===== src/rtl/key_conditioner.sv =====
// Debounced push-button conditioner: one-hot single-cycle press pulse plus held flag.
// Optional two-flop input synchroniser enabled by defining KEY_SYNC_EN.
`timescale 1ns/1ps
module key_conditioner #(
  parameter int unsigned DEBOUNCE_CYCLES = 4
) (
  input  logic       clock,
  input  logic       reset,
  input  logic [3:0] key_raw,
  output logic [3:0] key,
  output logic       key_held
);

  localparam int unsigned CW = $clog2(DEBOUNCE_CYCLES + 1);
  localparam logic [CW-1:0] CNT_ONE  = CW'(1);
  localparam logic [CW-1:0] CNT_LAST = CW'(DEBOUNCE_CYCLES - 1);

  typedef enum logic [1:0] {
    IDLE       = 2'd0,
    DB_PRESS   = 2'd1,
    HELD       = 2'd2,
    DB_RELEASE = 2'd3
  } state_e;

  state_e        state_q, state_d;
  logic [CW-1:0] count_q, count_d;
  logic [3:0]    cand_q, cand_d;
  logic [3:0]    key_q, key_d;
  logic          held_q, held_d;

  logic [3:0]    key_in;
  logic [3:0]    pressed;
  logic          one_hot;
  logic [CW-1:0] cnt_inc;

`ifdef KEY_SYNC_EN
  logic [3:0] sync1_q, sync2_q;

  always_ff @(posedge clock) begin
    if (reset) begin
      sync1_q <= '1;
      sync2_q <= '1;
    end else begin
      sync1_q <= key_raw;
      sync2_q <= sync1_q;
    end
  end

  assign key_in = sync2_q;
`else
  assign key_in = key_raw;
`endif

  assign pressed = ~key_in;
  assign one_hot = (pressed != 4'd0) && ((pressed & (pressed - 4'd1)) == 4'd0);
  assign cnt_inc = (count_q == '1) ? count_q : count_q + CNT_ONE;

  always_comb begin
    state_d = state_q;
    count_d = count_q;
    cand_d  = cand_q;
    key_d   = '0;
    unique case (state_q)
      IDLE: begin
        count_d = '0;
        if (one_hot) begin
          cand_d  = pressed;
          count_d = CNT_ONE;
          state_d = DB_PRESS;
        end
      end
      DB_PRESS: begin
        if (pressed != cand_q) begin
          count_d = '0;
          state_d = IDLE;
        end else if (count_q >= CNT_LAST) begin
          count_d = cnt_inc;
          key_d   = cand_q;
          state_d = HELD;
        end else begin
          count_d = cnt_inc;
        end
      end
      HELD: begin
        // Any further key activity is ignored until everything is released.
        if (pressed == 4'd0) begin
          count_d = CNT_ONE;
          state_d = DB_RELEASE;
        end
      end
      DB_RELEASE: begin
        if (pressed != 4'd0) begin
          count_d = '0;
          state_d = HELD;
        end else if (count_q >= CNT_LAST) begin
          count_d = '0;
          state_d = IDLE;
        end else begin
          count_d = cnt_inc;
        end
      end
      default: begin
        count_d = '0;
        state_d = IDLE;
      end
    endcase
    held_d = (state_d == HELD) || (state_d == DB_RELEASE);
  end

  always_ff @(posedge clock) begin
    if (reset) begin
      state_q <= IDLE;
      count_q <= '0;
      cand_q  <= '0;
      key_q   <= '0;
      held_q  <= 1'b0;
    end else begin
      state_q <= state_d;
      count_q <= count_d;
      cand_q  <= cand_d;
      key_q   <= key_d;
      held_q  <= held_d;
    end
  end

  assign key      = key_q;
  assign key_held = held_q;

endmodule

===== config.mk =====
export PLATFORM = sky130hd
export DESIGN_NAME = key_conditioner
export DESIGN_NICKNAME = d
export VERILOG_FILES = /design/src/rtl/key_conditioner.sv
export SDC_FILE = /design/constraint.sdc
export NUM_CORES = 1
export LEC_CHECK = 0
export BUFFER_PORTS_ARGS = -buffer_cell sky130_fd_sc_hd__buf_2
export CAP_MARGIN = 20
export CORE_MARGIN = 5
export CORE_UTILIZATION = 40
export CTS_BUF_LIST = sky130_fd_sc_hd__clkbuf_2
export CTS_CLUSTER_SIZE = 30
export DETAILED_ROUTE_END_ITERATION = 6
export PLACE_DENSITY = 0.62
export SYNTH_ARGS = -nofsm -noshare
export SYNTH_HDL_FRONTEND = slang
export SYNTH_SLANG_ARGS = --single-unit

===== constraint.sdc =====
create_clock -name clock -period 3.2 [get_ports clock]
set_input_delay 0.64 -clock clock [delete_from_list [all_inputs] [get_ports clock]]
set_output_delay 0.64 -clock clock [all_outputs]
set_load 0.03 [all_outputs]

==> impl_metrics.csv <==
group,metric,value,unit
pwr,p_int,222,uW
hold_path,hold_start,"cand_q[3]$_SDFFE_PP0P_",
synth,yosys.area_share.simple,0.254,
drt,vias,734,
timing,timing.fmax,569,MHz
drt,wire_per_inst,13.4,um
critical_path,worstPathArrival,1960,ps
synth,syn_nets,103,
synth,netlist_instances,96,
floorplanning,dieArea,3200,um2
pwr,p_leak,0.000295,uW
clock_network,clock_path_buffers,2,
timing,rsz0062_at_grt,"no",
critical_path,rr_worst_depth,5,
synth,async_flop_share,0,
critical_path,cp_max_fo,8,
critical_path,cp_top_family,"compound AO/OA/AOI/OAI gates",
critical_path,path_cells,"ha_1 -> a211oi_4 -> nand2_2 -> o2bb2a_4 -> a211oi_2",
critical_path,critPathKind,"reg -> reg",
critical_path,crit_path_end_kind,"flop",
global_route,grt_pass1_wl,2990,um
placed_design,gp_congestion,0.778,
drt,drc,0,
critical_path,start_kind,"flop",
timing,finalSetupViolCount,0,
status,status,"finished clean",
cells_and_area,antennaDiodeCount,0,
clock_network,cts_made_buffers,3,
pwr,power_frac_clock,0.267,
drt,first_iter_violations,14,
synth,synth-edff-count,0,
cells_and_area,area_delta_synth_final,7.50,%
synth,ys_warn_count,0,
hold_path,min_to,"cand_q[3]$_SDFFE_PP0P_",
timing,tightestPinTransition,466,ps
floorplanning,coreArea,2020,um2
clock_network,numClockSinks,14,
global_route,grt_max_degree,17,
job,cap_violations,0,
critical_path,cpMaxStageDelayCell,"a211oi_4",
timing,hold_viol_final,0,
floorplanning,initial_core_util,0.429,
synth,synth_mux_area_frac,0,
pwr,p_comb_frac,0.151,
pwr,powerDensity,340,nW/um2
timing,fin_ws,1440,ps
pwr,seqPwrFrac,0.582,
floorplanning,fp.dieH,56.6,um
cells_and_area,fin_area,932,um2
placed_design,dp_hpwl,1260,um
global_route,grt_overflow,0,
clock_network,insertion_delay,270,ps
synth,synth_adder_area_share,0.0144,
critical_path,cp.required,3410,ps
clock_network,hold_buffers,0,
critical_path,reg2reg_to,"count_q[0]$_SDFFE_PP0P_",
critical_path,critPathMaxStageDelay,460,ps
clock_network,cts_resized,0,
synth,synth_top_family_by_area,"compound AO/OA/AOI/OAI gates",
floorplanning,num_rows,16,
synth,synth_compound_area_frac,0.287,
timing,report.final.slew_viol_count,0,
drt,drt-total-wl,1730,um
cells_and_area,fin_nets,110,
synth,ys_seq_area_frac,0.323,
hold_path,hold_path_depth,2,
critical_path,regToRegStartpoint,"count_q[0]$_SDFFE_PP0P_",
timing,min_period,1760,ps
synth,yosysUniqueCellTypes,34,
drt,drt-vias-per-instance,5.69,
pwr,swShare,0.297,
cells_and_area,drive_above_1_share,0.235,
synth,avgSynthCellArea,9.03,um2
clock_network,cts_setup_buffers,0,
global_route,antenna_found_initial,0,
floorplanning,chipWidth,56.6,um
synth,synthXorXnorAreaFrac,0.0606,
clock_network,cts_tree,"done",
timing,skew,3.82,ps
pwr,peakVddDrop,0.179,mV
drt,drt_pass1_iterations,4,
clock_network,clk_pin_slew,140,ps
placed_design,post-place-ws,1320,ps
pwr,switchingPower,94.0,uW
synth,synthesis.area,867,um2
hold_path,hold_path.class,"reg -> reg",
drt,antenna_left,0,
floorplanning,ios,11,
placed_design,place_area,913,um2
global_route,grt_usage,0.116,
placed_design,portBuffers,10,
timing,setup-tns-final,0,ps
critical_path,r2r_setup_slack,1440,ps
synth,synth_ff_type,"dfxtp_1",
timing,fin_crit_sh,0.549,
timing,slew_headroom,0.689,
clock_network,cts_max_level,1,
clock_network,root_buffer,"clkbuf_2",
synth,synth-seq-cells,14,
critical_path,timing.critical_path.buf_inv,0,
global_route,first_global_vias,658,
==> layout by cell type (no fill, tap or decap), types with 2 or more instances in the layout <==
cell type	count
xnor2_1	5
nor3b_1	2
inv_1	4
dfxtp_1	14
clkbuf_2	3
buf_2	10
o21ai_1	2
nor4b_2	4
nand2_2	2
o31ai_1	4
nand4_1	2
nor2_1	6
o21ai_0	4
a21oi_1	11
a211oi_1	2
nor3_4	2
nand2_1	4
o2111ai_1	4
==> tightest hold or removal path, stage by stage, from the launching register on <==
cell	delay [ps]
dfxtp_1	370
o31ai_1	80
a21oi_1	50
==> worst max-delay path by stage <==
stage / cells after the start / endpoint / startpoint / slack (ps)
3_3_place_gp: 5 / key[1]$_SDFF_PP0_ / key_raw[3] / 1390
5_1_grt: 5 / count_q[0]$_SDFFE_PP0P_ / count_q[0]$_SDFFE_PP0P_ / 1340
6_report: 5 / count_q[0]$_SDFFE_PP0P_ / count_q[0]$_SDFFE_PP0P_ / 1440
3_5_place_dp: 5 / key[1]$_SDFF_PP0_ / key_raw[3] / 1320
4_1_cts: 5 / count_q[0]$_SDFFE_PP0P_ / count_q[0]$_SDFFE_PP0P_ / 1420
2_1_floorplan: 5 / count_q[0]$_SDFFE_PP0P_ / count_q[0]$_SDFFE_PP0P_ / 1620
==> cell type report <==
type | count | area, um2
Fill cell | 206 | 1090
Multi-Input combinational cell | 70 | 534
Sequential cell | 14 | 280
Timing Repair Buffer | 10 | 50.0
Tap cell | 27 | 33.8
Clock buffer | 3 | 15.0
Inverter | 4 | 15.0
Clock inverter | 1 | 3.75
==> cells in the mapped netlist, types with 4 or more instances <==
cell	n	share of area
dfxtp_1	14	0.32
a21oi_1	11	0.063
buf_2	6	0.035
nor2_1	6	0.026
xnor2_1	5	0.051
inv_1	4	0.017
nand2_1	4	0.017
nor4b_2	4	0.069
o2111ai_1	4	0.040
o21ai_0	4	0.023
o31ai_1	4	0.035
==> through the flow <==
step	std cells	total power, uW	util	hold WS (ps)
final	129	316	0.461	532
after CTS	129	321	0.461	533
after global routing	129	335	0.461	565
after detailed placement	125	235	0.452	509
after floorplan	96	225	-	477
after global placement	125	234	0.452	518
==> power by group through the flow <==
stage	combinational [uW]	clock (uW)	sequential (uW)
6_report	47.8	84.6	184
5_1_grt	53.1	97.2	185
4_1_cts	47.6	89.7	184
3_5_place_dp	47.3	0	188
3_3_place_gp	46.5	0	188
2_1_floorplan	40.3	0	185
==> metal layers <==
| metal | share of wire | GRT usage | vias up |
|---|---|---|---|
| met5 | 0 | 0 | - |
| met4 | 0.013 | 0.0407 | 0 |
| met3 | 0.046 | 0.0367 | 2 |
| met2 | 0.46 | 0.178 | 17 |
| met1 | 0.48 | 0.151 | 345 |
| li1 | - | - | 370 |
==> sequential cells by signal (all words and copies together), names as in the netlist <==
register / count
state_q: 2
key: 4
key_held: 1
count_q: 3
cand_q: 4
==> kinds of logic after synthesis <==
family / count (synthesis)
adders and majority gates: 1
AOI/OAI and AO/OA: 34
and+or+nand+nor: 29
buffers and inverters: 12
xor gates and xnor gates: 6
DFF: 14
Power figures use the tool's default switching activity.
